`src/rtl/pci_arbiter_pkg.sv`:
```
// Shared definitions for the PCI arbiter family: master count, index width,
// FSM encodings and the index-to-GNT# helper.
package pci_arbiter_pkg;

    localparam int unsigned NUM_MASTERS = 8;
    localparam int unsigned IDX_W       = 3;

    typedef logic [IDX_W-1:0]       idx_t;
    typedef logic [NUM_MASTERS-1:0] vec_t;

    // FSM encodings kept as plain constants so older arbiters can share them
    localparam logic [1:0] ST_IDLE  = 2'd0;
    localparam logic [1:0] ST_GRANT = 2'd1;
    localparam logic [1:0] ST_TURN  = 2'd2;

    // All GNT# lines deasserted
    localparam vec_t GNT_NONE = 8'hFF;

    // Active-low one-hot GNT# pattern for a master index
    function automatic vec_t idx_to_gnt_n(input idx_t idx);
        vec_t v;
        v      = GNT_NONE;
        v[idx] = 1'b0;
        return v;
    endfunction

endpackage

```
`src/rtl/pci_arbiter_rr_pick.sv`:
```
// Combinational round-robin picker: first requesting master at or after ptr.
module pci_rr_pick
    import pci_arbiter_pkg::*;
(
    input  logic [NUM_MASTERS-1:0] req_n,
    input  logic [IDX_W-1:0]       ptr,
    output logic [IDX_W-1:0]       win_idx,
    output logic                   win_valid
);

    logic [IDX_W-1:0] cand;

    // Scan offsets from the far end so the closest requester to ptr is kept last
    always_comb begin
        win_idx   = '0;
        win_valid = 1'b0;
        cand      = '0;
        for (int k = NUM_MASTERS - 1; k >= 0; k--) begin
            cand = ptr + IDX_W'(k);
            if (!req_n[cand]) begin
                win_idx   = cand;
                win_valid = 1'b1;
            end
        end
    end

endmodule

```
`src/rtl/pci_arbiter.sv`:
```
// Central PCI arbiter for 8 masters: round-robin grants, optional parking and a
// start timeout that reclaims GNT# from masters that never start a transaction.
module pci_arbiter
    import pci_arbiter_pkg::*;
#(
    parameter int unsigned GNT_TIMEOUT = 16,
    parameter bit          PARK_EN     = 1'b1,
    parameter int unsigned PARK_MASTER = 0
) (
    input  logic                   clk,
    input  logic                   rst,
    input  logic [NUM_MASTERS-1:0] req_n,
    input  logic                   frame_n,
    input  logic                   irdy_n,
    output logic [NUM_MASTERS-1:0] gnt_n,
    output logic [IDX_W-1:0]       gnt_idx,
    output logic                   gnt_valid,
    output logic                   parked
);

    localparam idx_t       PARK_IDX   = idx_t'(PARK_MASTER);
    localparam logic [7:0] TIMEOUT_M1 = 8'(GNT_TIMEOUT - 1);

    logic [1:0]             state_q, state_d;
    logic [IDX_W-1:0]       ptr_q, ptr_d;
    logic [7:0]             cnt_q, cnt_d;
    logic [NUM_MASTERS-1:0] gnt_n_q, gnt_n_d;
    logic [IDX_W-1:0]       gnt_idx_q, gnt_idx_d;
    logic                   gnt_valid_q, gnt_valid_d;
    logic                   parked_q, parked_d;
    logic                   bus_idle_q;

    logic                   bus_idle;
    logic                   other_req;
    logic                   own_req;
    logic [IDX_W-1:0]       win_idx;
    logic                   win_valid;

    assign bus_idle  = frame_n & irdy_n;
    // gnt_n_q has a 1 everywhere except the owner, so this masks the owner out
    assign other_req = |(~req_n & gnt_n_q);
    assign own_req   = ~req_n[gnt_idx_q];

    pci_rr_pick u_pick (
        .req_n     (req_n),
        .ptr       (ptr_q),
        .win_idx   (win_idx),
        .win_valid (win_valid)
    );

    // Next-state and next-output computation for the arbitration FSM
    always_comb begin
        state_d     = state_q;
        ptr_d       = ptr_q;
        cnt_d       = cnt_q;
        gnt_n_d     = gnt_n_q;
        gnt_idx_d   = gnt_idx_q;
        gnt_valid_d = gnt_valid_q;
        parked_d    = parked_q;

        case (state_q)
            ST_IDLE, ST_TURN: begin
                if (win_valid) begin
                    state_d     = ST_GRANT;
                    gnt_n_d     = idx_to_gnt_n(win_idx);
                    gnt_idx_d   = win_idx;
                    gnt_valid_d = 1'b1;
                    parked_d    = 1'b0;
                    cnt_d       = '0;
                end else if (PARK_EN) begin
                    state_d     = ST_GRANT;
                    gnt_n_d     = idx_to_gnt_n(PARK_IDX);
                    gnt_idx_d   = PARK_IDX;
                    gnt_valid_d = 1'b1;
                    parked_d    = 1'b1;
                    cnt_d       = '0;
                end else begin
                    state_d     = ST_IDLE;
                    gnt_n_d     = GNT_NONE;
                    gnt_valid_d = 1'b0;
                    parked_d    = 1'b0;
                end
            end

            ST_GRANT: begin
                if (bus_idle_q && !frame_n) begin
                    // Owner started a transaction: move the pointer past it
                    state_d     = ST_TURN;
                    gnt_n_d     = GNT_NONE;
                    gnt_valid_d = 1'b0;
                    parked_d    = 1'b0;
                    ptr_d       = gnt_idx_q + 3'd1;
                end else if (parked_q && other_req) begin
                    state_d     = ST_TURN;
                    gnt_n_d     = GNT_NONE;
                    gnt_valid_d = 1'b0;
                    parked_d    = 1'b0;
                end else if (!parked_q && !own_req) begin
                    // Request withdrawn before start
                    state_d     = ST_TURN;
                    gnt_n_d     = GNT_NONE;
                    gnt_valid_d = 1'b0;
                    parked_d    = 1'b0;
                end else if (!parked_q && (cnt_q == TIMEOUT_M1) && bus_idle) begin
                    // Start timeout: owner loses its turn
                    state_d     = ST_TURN;
                    gnt_n_d     = GNT_NONE;
                    gnt_valid_d = 1'b0;
                    parked_d    = 1'b0;
                    ptr_d       = gnt_idx_q + 3'd1;
                end else if (parked_q && own_req) begin
                    // Park grant becomes a real grant; timeout starts fresh
                    parked_d = 1'b0;
                    cnt_d    = '0;
                end else if (bus_idle) begin
                    cnt_d = cnt_q + 8'd1;
                end
            end

            default: begin
                state_d     = ST_IDLE;
                gnt_n_d     = GNT_NONE;
                gnt_valid_d = 1'b0;
                parked_d    = 1'b0;
            end
        endcase
    end

    // State and output registers; reset drops GNT# immediately
    always_ff @(posedge clk or posedge rst) begin
        if (rst) begin
            state_q     <= ST_IDLE;
            ptr_q       <= '0;
            cnt_q       <= '0;
            gnt_n_q     <= GNT_NONE;
            gnt_idx_q   <= '0;
            gnt_valid_q <= 1'b0;
            parked_q    <= 1'b0;
            bus_idle_q  <= 1'b1;
        end else begin
            state_q     <= state_d;
            ptr_q       <= ptr_d;
            cnt_q       <= cnt_d;
            gnt_n_q     <= gnt_n_d;
            gnt_idx_q   <= gnt_idx_d;
            gnt_valid_q <= gnt_valid_d;
            parked_q    <= parked_d;
            bus_idle_q  <= bus_idle;
        end
    end

    assign gnt_n     = gnt_n_q;
    assign gnt_idx   = gnt_idx_q;
    assign gnt_valid = gnt_valid_q;
    assign parked    = parked_q;

endmodule

```
`config.mk`:
```
export PLATFORM = sky130hd
export DESIGN_NAME = pci_arbiter
export DESIGN_NICKNAME = d
export VERILOG_FILES = /design/src/rtl/pci_arbiter_pkg.sv /design/src/rtl/pci_arbiter_rr_pick.sv /design/src/rtl/pci_arbiter.sv
export SDC_FILE = /design/constraint.sdc
export NUM_CORES = 1
export LEC_CHECK = 0
export ABC_CLOCK_PERIOD_IN_PS = 2900
export CAP_MARGIN = 20
export CORE_UTILIZATION = 52
export CTS_BUF_LIST = sky130_fd_sc_hd__clkbuf_4 sky130_fd_sc_hd__clkbuf_8 sky130_fd_sc_hd__clkbuf_16
export DETAILED_ROUTE_END_ITERATION = 10
export HOLD_SLACK_MARGIN = 0.05
export PLACE_DENSITY = 0.77
export SYNTH_ARGS = -nofsm -noshare
export SYNTH_HDL_FRONTEND = slang
export SYNTH_HIERARCHICAL = 1
export SYNTH_SLANG_ARGS = --single-unit
export TNS_END_PERCENT = 10
```
`constraint.sdc`:
```
create_clock -name clk -period 2.9 [get_ports clk]
set_input_delay 0.87 -clock clk [delete_from_list [all_inputs] [get_ports clk]]
set_output_delay 0.87 -clock clk [all_outputs]
set_load 0.05 [all_outputs]
```
* Word level (Yosys, flattened, before mapping)
Cells that the tools add are included.
** Storage, ports and cells
- Bits of input ports :: 12
- Word-level logic and storage cells :: 132
- Register bits after elaboration :: 27
- Output and inout bits :: 13
** Operators by class
- Add/sub/neg operators :: 9
- Equality and inequality tests :: 12
- Reduce and logical (&&, ||, !) cells :: 16
- Magnitude comparators :: 11
- Bitwise logic cells :: 5
- Multiplexer cells :: 71
** Operators by type and width (count)
- $mux 8 :: 11
- $lt 3x4->1 const B :: 10
- $mux 3 :: 13
- $pmux 8 s2 :: 2
- $mux 1 :: 28
- $bmux 1 s3 :: 9
- $not 8->8 :: 2
- $add 3x3->3 const B :: 4
- $ne 2x2->1 const B :: 6
- $add 8x1->8 const B :: 1
- $and 8x8->8 :: 1
- $eq 8x4->1 const B :: 1
- $mux 2 :: 4
- $reduce_or 8->1 :: 1
- $logic_and 1x1->1 :: 7
- $add 3x1->3 const B :: 2
- $add 3x2->3 const B :: 2
- $ne 6x6->1 const B :: 1
- $reduce_and 6->1 :: 1
- $ne 5x5->1 const B :: 1
- $pmux 1 s2 :: 2
- $pmux 2 s2 :: 1
- $reduce_and 4->1 :: 1
- $reduce_bool 2->1 :: 2
- 10 further kinds :: 11

* Longest topological paths before layout
Gate-level depths: netlist of run 1.
- Word-level depth :: 18
- Gate-level depth with buffers :: 14
- Mapped depth without buffers :: 11

* Modules after synthesis
The synthesis of run 1 kept the hierarchy.
** Modules (own cells, without submodules)
- pci_arbiter :: sequential area each 661.9 um^2, times used 1, area each 1461.4 um^2, cells each 145
- pci_rr_pick :: sequential area each 0.0 um^2, times used 1, area each 873.3 um^2, cells each 96

* Worst setup path after synthesis of run 1
Ideal clock, no wire load.
- Kind :: reg2reg
- From :: register ptr_q[0]
- To :: register gnt_n_q[6] (netlist: gnt_n[6])
- Required time :: 2.817 ns
- Data arrival time :: 2.875 ns
- Library setup time :: 0.083 ns
- Stages on the path, launching flop included :: 13
- Path buffers :: 3
- Path slack :: -0.059 ns
- Clock period less this slack :: 2.959 ns
- Cells stage by stage :: dfrtp_1 buf_4 buf_2 inv_1 ha_1 buf_2 mux4_2 mux2i_1 o31ai_1 mux2i_1 a31o_1 nand2_1 o32a_1
** On the way
- Longest elaborated chain between the ends :: 18
- Elaborated cells on any way between the ends :: 47
- Classes of those cells :: add/sub (7); order compare (2); mux (36); bitwise (1); reduce/logical (1)
** RTL lines
- start, declared :: RTL line pci_arbiter.sv:25 : logic [IDX_W-1:0] ptr_q, ptr_d;
- start signal, assigned :: RTL line pci_arbiter.sv:142 : ptr_q <= ptr_d;
- $add 3x3->3 :: RTL line pci_arbiter_rr_pick.sv:19 : cand = ptr + IDX_W'(k);
- $bmux 1 s3 :: RTL line pci_arbiter_rr_pick.sv:20 : if (!req_n[cand]) begin
- $mux 1 (implied by the code) :: RTL line pci_arbiter_rr_pick.sv:20
- $mux 3 (7 in a row) :: RTL line pci_arbiter_rr_pick.sv:20
- $mux 3 (*) :: RTL line pci_arbiter_rr_pick.sv:20
- named net win_idx[1] :: RTL line pci_arbiter.sv:36 : logic [IDX_W-1:0] win_idx;
- $lt 3x4->1 (implied by the code) or $ge 3x1->1 (tied branches) :: RTL line pci_arbiter_pkg.sv:23 : v[idx] = 1'b0;
- $logic_and 1x1->1 (implied by the code) :: RTL line pci_arbiter_pkg.sv:23
- $mux 1 (implied by the code) :: RTL line pci_arbiter_pkg.sv:23
- $demux 1 s3 (*) :: RTL line pci_arbiter_pkg.sv:23
- $not 8->8 (no line) (*)
- $mux 8 (*) :: RTL line pci_arbiter.sv:63 : if (win_valid) begin
- $pmux 8 s2 (*) :: RTL line pci_arbiter.sv:61 : case (state_q)
- end signal, assigned :: RTL line pci_arbiter.sv:144 : gnt_n_q <= gnt_n_d;
- end, declared :: RTL line pci_arbiter.sv:27 : logic [NUM_MASTERS-1:0] gnt_n_q, gnt_n_d;
Mark *: on every way through the listed nets, which the timed path passes. The rest lies on a longest branch. The select of a mux whose other input is x is not followed.
A chain may end at the register's enable or synchronous reset.

* Final worst setup path of run 1
- From :: input req_n[6]
- To :: register gnt_n_q[0] (netlist: gnt_n[0])
** On the way
- Longest elaborated chain between the ends :: 17
- Elaborated cells on any way between the ends :: 51
- Classes of those cells :: order compare (2); eq/ne (1); mux (41); bitwise (3); reduce/logical (4)
** RTL lines
- start, declared :: RTL line pci_arbiter.sv:12 : input logic [NUM_MASTERS-1:0] req_n,
- $bmux 1 s3 :: RTL line pci_arbiter_rr_pick.sv:20
- $mux 1 (implied by the code) :: RTL line pci_arbiter_rr_pick.sv:20
- $mux 3 (7 in a row) :: RTL line pci_arbiter_rr_pick.sv:20
- $mux 3 (*) :: RTL line pci_arbiter_rr_pick.sv:20
- named net win_idx[1] :: RTL line pci_arbiter.sv:36
- $lt 3x4->1 (implied by the code) or $ge 3x1->1 (tied branches) :: RTL line pci_arbiter_pkg.sv:23
- $logic_and 1x1->1 (implied by the code) :: RTL line pci_arbiter_pkg.sv:23
- $mux 1 (implied by the code) :: RTL line pci_arbiter_pkg.sv:23
- $demux 1 s3 (*) :: RTL line pci_arbiter_pkg.sv:23
- $not 8->8 (no line) (*)
- $mux 8 (*) :: RTL line pci_arbiter.sv:63
- $pmux 8 s2 (*) :: RTL line pci_arbiter.sv:61
Marked as above.

==> run_results.csv, run 1 <==
group,metric,value,unit
outcome,status,"complete, but fails checks",
outcome,violations,"setup timing",
grt,grt_pass1_wl,11.3,mm
timing,fin_crit_sh,100,%
worst_setup_path,path_class,"in -> reg",
worst_setup_path,reg2reg_from,"ptr_q[1]$_DFFE_PP0P_",
worst_setup_path,crit_chain,"clkdlybuf4s15_2, mux4_2, buf_4, mux2i_4, nand2_1, o31ai_1, mux2i_1, a31o_4, buf_4, o31ai_4, a2bb2oi_2",
final_layout,area_growth,37.1,%
worst_setup_path,worstRegToRegCells,10,
routing,drtPass1Iterations,4,
worst_setup_path,rrSetupSlack,0.06,ns
placement,dp.cells,357,
final_layout,final_util,74.0,%
yosys,synth_edf_count,0,
power,power_frac_clock,6.8,%
yosys,synth_top_area_share,18.2,%
final_layout,drive_gt1_share,39.1,%
die,die_h,69.0,µm
routing,routed_wl,7.33,mm
power,p_comb_share,79.5,%
cts,cts_tree,"yes",
yosys,synth-async-reset-ratio,100,%
final_layout,seqCellArea,662,µm²
die,chipWidth,69.0,µm
power,p_int,0.00234,W
worst_setup_path,cp-start-kind,"input pin",
die,initial_core_util,54.0,%
final_layout,fillers,308,
cts,cts_buffers,3,
yosys,avgSynthCellArea,9.69,µm²
routing,viasPerCell,6.37,
grt,overflow,0,
yosys,synth_top_area_cell,"dfrtp_1",
final_layout,multi_input_area,1630,µm²
die,core-area,4320,µm²
yosys,ys_top_cells_by_area,"dfrtp_1, mux4_2, dfstp_2",
routing,drtAntennaViolNets,0,
worst_setup_path,arrival,3.11,ns
timing,fin_crit,2.91,ns
worst_setup_path,critPathSlowestCell,"mux4_2",
yosys,seq_area_frac_synth,28.3,%
worst_hold_path,worst_hold_path_type,"reg -> reg",
power,ir_drop,0.000896,V
placement,place.gp.congestion,0.928,
job,cap_violations,0,
timing,fmax,344,MHz
power,p_per_area,1390,nW/µm²
worst_setup_path,endpoint_kind,"flop",
final_layout,antenna_cells,0,
worst_setup_path,endpoint,"gnt_n[0]$_DFFE_PP1P_",
yosys,ys_warn_count,6,
grt,grt_max_degree,27,
worst_setup_path,worstSetupStartpoint,"req_n[6]",
die,dieArea,4760,µm²
worst_setup_path,crit_required,3.10,ns
yosys,synth-seq-cells,26,
routing,drc,0,
power,p_sw_share,47.6,%
routing,drtIter0Drc,228,
worst_setup_path,slowest_delay,0.52,ns
worst_setup_path,cp_max_fo,9,
timing,setup_slack,-0.0112,ns
routing,wl_per_cell,19.7,µm
grt,grt.total_usage,29.5,%
yosys,synth-main-ff-cell,"dfrtp_1",
yosys,synthesis.area,2330,µm²
power,p_seq_share,13.7,%
timing,finClkSkew,0.00393,ns
cts,ctsHoldBuffers,0,
grt,grt_antenna_before_repair,0,
routing,via_count,2369,
yosys,synthCells,241,
cts,clock_latency,0.27,ns
die,boundaryPins,25,
cts,cts.sinks,26,
final_layout,stdcell_count,372,
timing,whs,0.517,ns
cts,cts_root_buffer,"clkbuf_8",
timing,hold_viol,0,
timing,rsz0062_at_grt,"true",
placement,hpwl,4.67,mm
yosys,synth_nets,257,
timing,report.final.setup_viol,1,
worst_setup_path,cpMostUsedCell,"buf_4",
cts,cts.path.max_buffers,2,
timing,relSlewSlack,59.2,%
timing,drv_slew,0,
cts,htree_levels,1,
power,power_switching,0.00212,W
cts,clkSlewWorstSetupHoldPaths,0.09,ns
die,rows,24,
final_layout,fin_nets,337,
worst_setup_path,reg2reg_to,"gnt_n[0]$_DFFE_PP1P_",
placement,port_buffers,24,
timing,worst_slew_pin_slew,0.612,ns
grt,grt_pass1_vias,2392,
power,power.leakage,1.41,nW
yosys,yosysUniqueCellTypes,59,
-- state kept, by name (all words and copies together), names as in the netlist --
register	flops
parked	1
gnt_n	8
bus_idle_q	1
state_q	2
cnt_q	8
ptr_q	3
gnt_idx	3
-- power groups by stage --
stage               registers [W]  logic [W]  clock network [W]
floorplan                0.000729    0.00181                  0
global placement         0.000605    0.00273                  0
detailed placement       0.000608    0.00279                  0
CTS                      0.000603    0.00323           0.000302
global route             0.000622    0.00374           0.000322
finish                   0.000611    0.00354           0.000303
-- cell type report --
cell class	count	area share, %
Sequential cell	26	20.7
Clock buffer	3	1.29
Inverter	17	1.99
Multi-Input combinational cell	188	51.1
Clock inverter	1	0.938
Tap cell	52	2.03
Timing Repair Buffer	85	22.0
-- routing by layer --
metal | global-route usage [%] | vias to the layer above | wire [µm]
li1 | - | 1076 | -
met5 | 0 | - | 0
met4 | 15.6 | 0 | 442
met3 | 2.92 | 44 | 405
met1 | 36.5 | 1145 | 2860
met2 | 50.7 | 104 | 3620
-- worst min path at each step --
stage | start | endpoint | slack [ns] | cells after the start
2_1_floorplan | cnt_q[6]$_DFFE_PP0P_ | cnt_q[6]$_DFFE_PP0P_ | 0.46 | 1
3_3_place_gp | gnt_n[0]$_DFFE_PP1P_ | gnt_n[0]$_DFFE_PP1P_ | 0.51 | 1
3_5_place_dp | cnt_q[6]$_DFFE_PP0P_ | cnt_q[6]$_DFFE_PP0P_ | 0.50 | 1
4_1_cts | cnt_q[6]$_DFFE_PP0P_ | cnt_q[6]$_DFFE_PP0P_ | 0.52 | 1
5_1_grt | cnt_q[6]$_DFFE_PP0P_ | cnt_q[6]$_DFFE_PP0P_ | 0.54 | 1
6_report | cnt_q[6]$_DFFE_PP0P_ | cnt_q[6]$_DFFE_PP0P_ | 0.52 | 1
-- kinds of logic (layout without fill, tap and decap cells) --
| family | count (synthesis) | in the layout | synth area share, % |
|---|---|---|---|
| AOI/OAI and AO/OA | 68 | 68 | 23.0 |
| and+or+nand+nor | 79 | 79 | 16.3 |
| adders and majority gates | 4 | 4 | 2.14 |
| DFF | 26 | 26 | 28.3 |
| xor gates and xnor gates | 4 | 4 | 1.50 |
| muxes | 33 | 33 | 22.9 |
| buffers and inverters | 27 | 106 | 5.84 |
-- Yosys cell counts, types with 5 or more instances --
cell type / instances
a21oi_1: 8
a31oi_1: 5
dfrtp_1: 17
dfstp_2: 9
inv_1: 17
mux2_2: 6
mux2i_1: 11
mux4_2: 11
nand2_1: 34
nand3_1: 5
nor2_1: 11
nor2b_1: 8
nor3_1: 5
o21ai_0: 14
o22ai_1: 6
o31ai_1: 6
-- cells in the final DEF (no fill, tap or decap), types with 3 or more instances in the layout --
cell type and count:
nor2_1 11, mux2i_1 8, o31ai_1 5, ha_1 3, dfrtp_1 17, buf_6 4
nor3_1 5, nand2_1 33, buf_4 56, mux2_2 6, inv_1 16, clkbuf_8 3
dfstp_2 9, a31oi_1 5, a21oi_1 8, mux4_2 11, o32a_1 3, clkdlybuf4s15_2 3
o21ai_0 13, nand2b_1 4, clkdlybuf4s50_1 16, nand3_1 3, buf_2 3, o22ai_1 6
nor2b_1 7, mux4_1 3
-- what timing repair did --
| item | CTS | global route |
|---|---|---|
| endpoints found under the setup margin | 23 | 10 |
| gates resized for setup | 40 | 14 |
| buffers inserted | 7 | 4 |
| pin swaps | 9 | 10 |
-- per-stage QoR --
step                      TNS, ns  setup slack (ns)  cell area (µm²)  total power [W]
after global placement     -10.96            -0.579             2960          0.00333
after floorplan                 0            0.0321             2340          0.00253
after detailed placement   -12.68            -0.686             2960          0.00340
after CTS                       0           0.00357             3170          0.00413
final                     -0.0112           -0.0112             3200          0.00446
after global routing       -0.111           -0.0737             3200          0.00469
-- worst max-delay path: cells and delay by family --
family,cells,cell delay [ns]
buffers and inverters,3,0.61
AOI/OAI and AO/OA,4,0.72
and+or+nand+nor,1,0.08
muxes,3,0.83
Power figures use the tool's default switching activity.
==> inputs of run 2 (changes only) <==
Settings changed: REMOVE_ABC_BUFFERS set to 1.
==> run 2 against run 1 <==
The flow still finishes with violations (setup timing); wire length down 12%; combinational power down 13%; cell count down 1.9%; highest routed layer unchanged.
==> run_results.csv, run 2 (synthesis results as in run 1) <==
group,metric,value,unit
outcome,status,"complete, but fails checks",
outcome,violations,"setup timing",
timing,finClkSkew,0.00350,ns
worst_setup_path,arrival,3.09,ns
placement,port_buffers,24,
power,p_int,0.00207,W
power,ir_drop,0.000896,V
grt,grt_antenna_before_repair,0,
cts,cts.path.max_buffers,2,
cts,clock_latency,0.27,ns
power,p_per_area,1290,nW/µm²
die,dieArea,4760,µm²
timing,relSlewSlack,65.5,%
die,die_h,69.0,µm
cts,cts_root_buffer,"clkbuf_8",
timing,setup_slack,-0.0133,ns
grt,grt_pass1_wl,10.8,mm
cts,cts.sinks,26,
final_layout,fin_nets,330,
die,initial_core_util,54.0,%
grt,grt_pass1_vias,2278,
routing,wl_per_cell,17.6,µm
die,chipWidth,69.0,µm
routing,via_count,2290,
timing,fmax,343,MHz
die,boundaryPins,25,
power,p_comb_share,78.3,%
power,power_switching,0.00185,W
timing,rsz0062_at_grt,"true",
grt,grt.total_usage,27.6,%
grt,overflow,0,
final_layout,area_growth,30.3,%
worst_setup_path,cp_max_fo,7,
worst_setup_path,endpoint_kind,"flop",
final_layout,final_util,70.3,%
worst_setup_path,critPathSlowestCell,"mux4_2",
final_layout,antenna_cells,0,
cts,cts_buffers,3,
cts,htree_levels,1,
power,power.leakage,1.36,nW
timing,worst_slew_pin_slew,0.515,ns
timing,report.final.setup_viol,4,
timing,hold_viol,0,
die,rows,24,
worst_setup_path,path_class,"in -> reg",
cts,cts_tree,"yes",
grt,grt_max_degree,27,
cts,clkSlewWorstSetupHoldPaths,0.09,ns
die,core-area,4320,µm²
worst_hold_path,whs_path_depth,1,
worst_setup_path,worstRegToRegCells,10,
power,p_sw_share,47.1,%
worst_setup_path,crit_chain,"dlygate4sd2_1, mux4_2, o22ai_1, nand2b_1, o211ai_1, a31oi_1, o21ai_2, inv_1, buf_4, o21ai_0",
routing,drc,0,
power,p_seq_share,15.8,%
timing,drv_slew,0,
timing,fin_crit_sh,100,%
worst_setup_path,slowest_delay,0.55,ns
routing,drtIter0Drc,243,
power,power_frac_clock,5.9,%
placement,place.gp.congestion,0.963,
worst_setup_path,crit_required,3.08,ns
routing,viasPerCell,6.27,
job,cap_violations,0,
final_layout,layout_common_cells,"buf_4, nand2_1, inv_1, dfrtp_1, clkdlybuf4s50_1",
worst_hold_path,worst_hold_path_type,"reg -> reg",
routing,routed_wl,6.42,mm
final_layout,drive_gt1_share,34.5,%
timing,fin_crit,2.91,ns
worst_setup_path,cp-start-kind,"input pin",
timing,whs,0.516,ns
placement,hpwl,4.72,mm
routing,drtPass1Iterations,5,
routing,drtAntennaViolNets,0,
final_layout,final_common_cell,"buf_4",
-- run 2: cell types whose count changed in the layout (fill, tap and decap cells not counted), moves of 2 or more --
cell	previous run	this run
buf_4	56	52
clkbuf_2	2	5
o21ai_1	0	2
mux2i_1	8	11
buf_6	4	2
mux2i_4	2	0
clkdlybuf4s15_2	3	1
buf_2	3	0
-- run 2: final timing paths --
check	slack, ns	startpoint	end
setup / recovery	-0.01	req_n[5]	gnt_idx[2]$_DFFE_PP0P_
hold / removal	0.52	cnt_q[7]$_DFFE_PP0P_	cnt_q[7]$_DFFE_PP0P_
setup reg to reg	0.20	ptr_q[0]$_DFFE_PP0P_	gnt_n[1]$_DFFE_PP1P_
hold reg to reg	0.52	cnt_q[7]$_DFFE_PP0P_	cnt_q[7]$_DFFE_PP0P_
max in group asynchronous	1.66	rst	bus_idle_q$_DFF_PP1_
min in group asynchronous	0.95	rst	gnt_idx[0]$_DFFE_PP0P_
-- run 2: power by group through the flow --
stage / Combinational [W] / Clock [W] / Sequential [W]
2_1_floorplan: 0.00159 / 0 / 0.000832
3_3_place_gp: 0.00279 / 0 / 0.000617
3_5_place_dp: 0.00283 / 0 / 0.000620
4_1_cts: 0.00295 / 0.000239 / 0.000614
5_1_grt: 0.00327 / 0.000248 / 0.000634
6_report: 0.00307 / 0.000232 / 0.000618
-- run 2: cell type report --
type | instances | area [µm²]
timing repair buffer | 78 | 628
clock buffer | 4 | 55.1
multi-input combinational | 188 | 1570
inverter | 17 | 63.8
fill | 333 | 1280
tap | 52 | 65.1
sequential | 26 | 662
-- run 2: through the flow --
step                std cells  worst slack [ns]  setup TNS (ns)  power, W  area, µm²
CTS                       363           0.00302               0   0.00380       3030
global placement          356            -0.677          -12.25   0.00341       2940
floorplan                 231            -0.171           -1.01   0.00242       2260
detailed placement        356            -0.684          -12.77   0.00345       2940
finish                    365           -0.0133         -0.0343   0.00391       3040
global route              365           -0.0678          -0.299   0.00415       3040
-- run 2: layer usage --
layer	routed length (µm)	up-vias	GRT usage, %
li1	-	1066	-
met1	2770	1107	37.5
met2	3160	111	45.8
met3	430	6	2.78
met4	57	0	9.98
met5	0	-	0
-- run 2: critical path, delay by kind of cell --
family | cells | cell delay, ns
muxes | 1 | 0.55
buffers and inverters | 3 | 0.63
AOI/OAI and AO/OA | 5 | 0.94
and+or+nand+nor | 1 | 0.09
-- run 2: timing repair --
item	CTS	global route
hold buffers	0	0
setup endpoints to repair	23	16
pin swaps	2	6
resized for setup	20	14
endpoints found under the hold margin	0	0
setup buffers	3	2
==> inputs of run 3 (changes only) <==
Settings changed: SETUP_SLACK_MARGIN set to 0.2, SKIP_CTS_REPAIR_TIMING set to 1.
==> run 3 against run 2 <==
The run now ends clean; wire length up 4.7%; global-route usage down 0.28 points; first-iteration DRC count down 4.1%; utilization up 2.4 points; worst setup slack better by 0.060 ns; hold slack better by 0.0073 ns; combinational power up 9.4%; via count up 1.5%; sequential cell count unchanged; sequential power about the same; cell count up 1.4%; critical endpoint is now gnt_n[1]$_DFFE_PP1P_; largest cell class unchanged.
==> run_results.csv, run 3 (synthesis results as in run 1) <==
group,metric,value,unit
worst_setup_path,cp-start-kind,"input pin",
timing,drv_slew,0,
final_layout,fillers,312,
final_layout,stdcell_count,370,
routing,via_count,2324,
cts,clkSlewWorstSetupHoldPaths,0.09,ns
worst_setup_path,reg2reg_from,"ptr_q[1]$_DFFE_PP0P_",
grt,grt.total_usage,27.3,%
timing,worst_slew_pin_slew,0.515,ns
worst_setup_path,endpoint_kind,"flop",
cts,cts.sinks,26,
timing,setup_slack,0.0466,ns
die,initial_core_util,54.0,%
final_layout,layout_common_cells,"buf_4, nand2_1, dfrtp_1",
placement,hpwl,4.72,mm
timing,hold_viol,0,
cts,cts_root_buffer,"clkbuf_8",
timing,fin_crit,2.85,ns
routing,drc,0,
power,power_frac_clock,5.5,%
power,p_seq_share,14.7,%
die,rows,24,
placement,preCtsSetupSlack,-0.684,ns
grt,grt_antenna_before_repair,0,
worst_hold_path,worst_hold_path_type,"reg -> reg",
cts,clock_latency,0.27,ns
worst_hold_path,hp-start,"cnt_q[7]$_DFFE_PP0P_",
worst_setup_path,arrival,3.06,ns
timing,tns,0,ns
job,cap_violations,0,
grt,overflow,0,
placement,place.gp.congestion,0.963,
power,ir_drop,0.000908,V
routing,drtAntennaViolNets,0,
die,core-area,4320,µm²
timing,finClkSkew,0.00464,ns
placement,dp.cells,356,
worst_setup_path,rrSetupSlack,0.15,ns
timing,rsz0062_at_grt,"true",
die,die_h,69.0,µm
worst_setup_path,cp_max_fo,6,
cts,cts_buffers,3,
final_layout,final_common_cell,"buf_4",
final_layout,area_growth,34.7,%
placement,port_buffers,24,
power,power_switching,0.00198,W
worst_setup_path,worstRegToRegCells,9,
final_layout,antenna_cells,0,
die,boundaryPins,25,
worst_hold_path,whs_path_depth,1,
worst_setup_path,reg2reg_to,"gnt_n[1]$_DFFE_PP1P_",
power,power,0.00422,W
cts,htree_levels,1,
power,p_sw_share,46.9,%
power,power.leakage,1.43,nW
die,chipWidth,69.0,µm
grt,grt_pass1_wl,10.7,mm
routing,drtPass1Iterations,5,
final_layout,drive_gt1_share,39.6,%
worst_setup_path,crit_required,3.10,ns
worst_hold_path,hold_end,"cnt_q[7]$_DFFE_PP0P_",
worst_setup_path,path_class,"in -> reg",
power,p_comb_share,79.8,%
grt,grt_max_degree,27,
cts,cts_tree,"yes",
final_layout,fin_nets,335,
routing,drtIter0Drc,233,
final_layout,multi_input_area,1620,µm²
grt,grt_pass1_vias,2244,
die,dieArea,4760,µm²
timing,report.final.setup_viol,0,
timing,fmax,350,MHz
cts,cts.path.max_buffers,2,
power,p_per_area,1340,nW/µm²
final_layout,seqCellArea,662,µm²
timing,fin_crit_sh,98.4,%
timing,relSlewSlack,65.5,%
timing,whs,0.523,ns
outcome,status,"finished, final reports clean",
routing,routed_wl,6.72,mm
routing,viasPerCell,6.28,
routing,wl_per_cell,18.2,µm
power,p_int,0.00224,W
[run 3: cell count changes in the layout (fill, tap and decap cells not counted), moves of 2 or more]
cell,previous run,this run
buf_6,2,5
clkbuf_2,5,3
o22ai_2,0,2
nand2_1,33,30
o22ai_1,6,4
dlymetal6s2s_1,0,3
nand2_2,2,5
buf_2,0,2
inv_1,17,15
clkdlybuf4s50_1,16,14
buf_4,52,55
inv_2,0,2
[run 3: how the worst max path moves through the flow]
stage,end,depth (start not counted),slack (ns),startpoint
6_report,gnt_n[1]$_DFFE_PP1P_,10,0.05,req_n[3]
2_1_floorplan,gnt_n[6]$_DFFE_PP1P_,9,-0.17,ptr_q[0]$_DFFE_PP0P_
3_5_place_dp,gnt_idx[2]$_DFFE_PP0P_,9,-0.68,req_n[6]
5_1_grt,gnt_n[1]$_DFFE_PP1P_,10,0.04,req_n[3]
4_1_cts,gnt_idx[2]$_DFFE_PP0P_,9,-0.42,req_n[6]
3_3_place_gp,cnt_q[7]$_DFFE_PP0P_,8,-0.68,req_n[6]
[run 3: power by group through the flow]
stage | Sequential, W | Combinational (W) | Clock [W]
finish | 0.000620 | 0.00336 | 0.000232
global route | 0.000638 | 0.00355 | 0.000248
CTS | 0.000614 | 0.00285 | 0.000239
detailed placement | 0.000620 | 0.00283 | 0
global placement | 0.000617 | 0.00279 | 0
floorplan | 0.000832 | 0.00159 | 0
[run 3: critical path, cell delays in order]
cell	delay [ns]
buf_6	0.10
buf_6	0.11
mux4_2	0.53
o21bai_1	0.23
a21oi_1	0.10
a31oi_1	0.22
o2111ai_1	0.15
a31o_2	0.33
buf_6	0.14
o32a_1	0.28
[run 3: routing by layer]
metal | wire length [µm] | part of all wire (%) | GRT usage [%] | up-vias
li1 | - | - | - | 1076
met3 | 327 | 4.9 | 3.22 | 12
met1 | 2990 | 45 | 37.1 | 1155
met5 | 0 | 0 | 0 | -
met4 | 112 | 1.7 | 9.98 | 0
met2 | 3280 | 49 | 45.0 | 81
[run 3: final cells by class]
class / instances / area share (%)
Sequential cell: 26 / 21.0
Clock buffer: 4 / 1.75
Multi-Input combinational cell: 188 / 51.5
Tap cell: 52 / 2.07
Inverter: 17 / 2.03
Timing Repair Buffer: 83 / 21.6
[run 3: through the flow]
step / cell area, µm² / util, %
after floorplan: 2260 / -
after detailed placement: 2940 / 67.9
after global routing: 3150 / 72.7
after global placement: 2940 / 67.9
final: 3150 / 72.7
after CTS: 2990 / 69.2
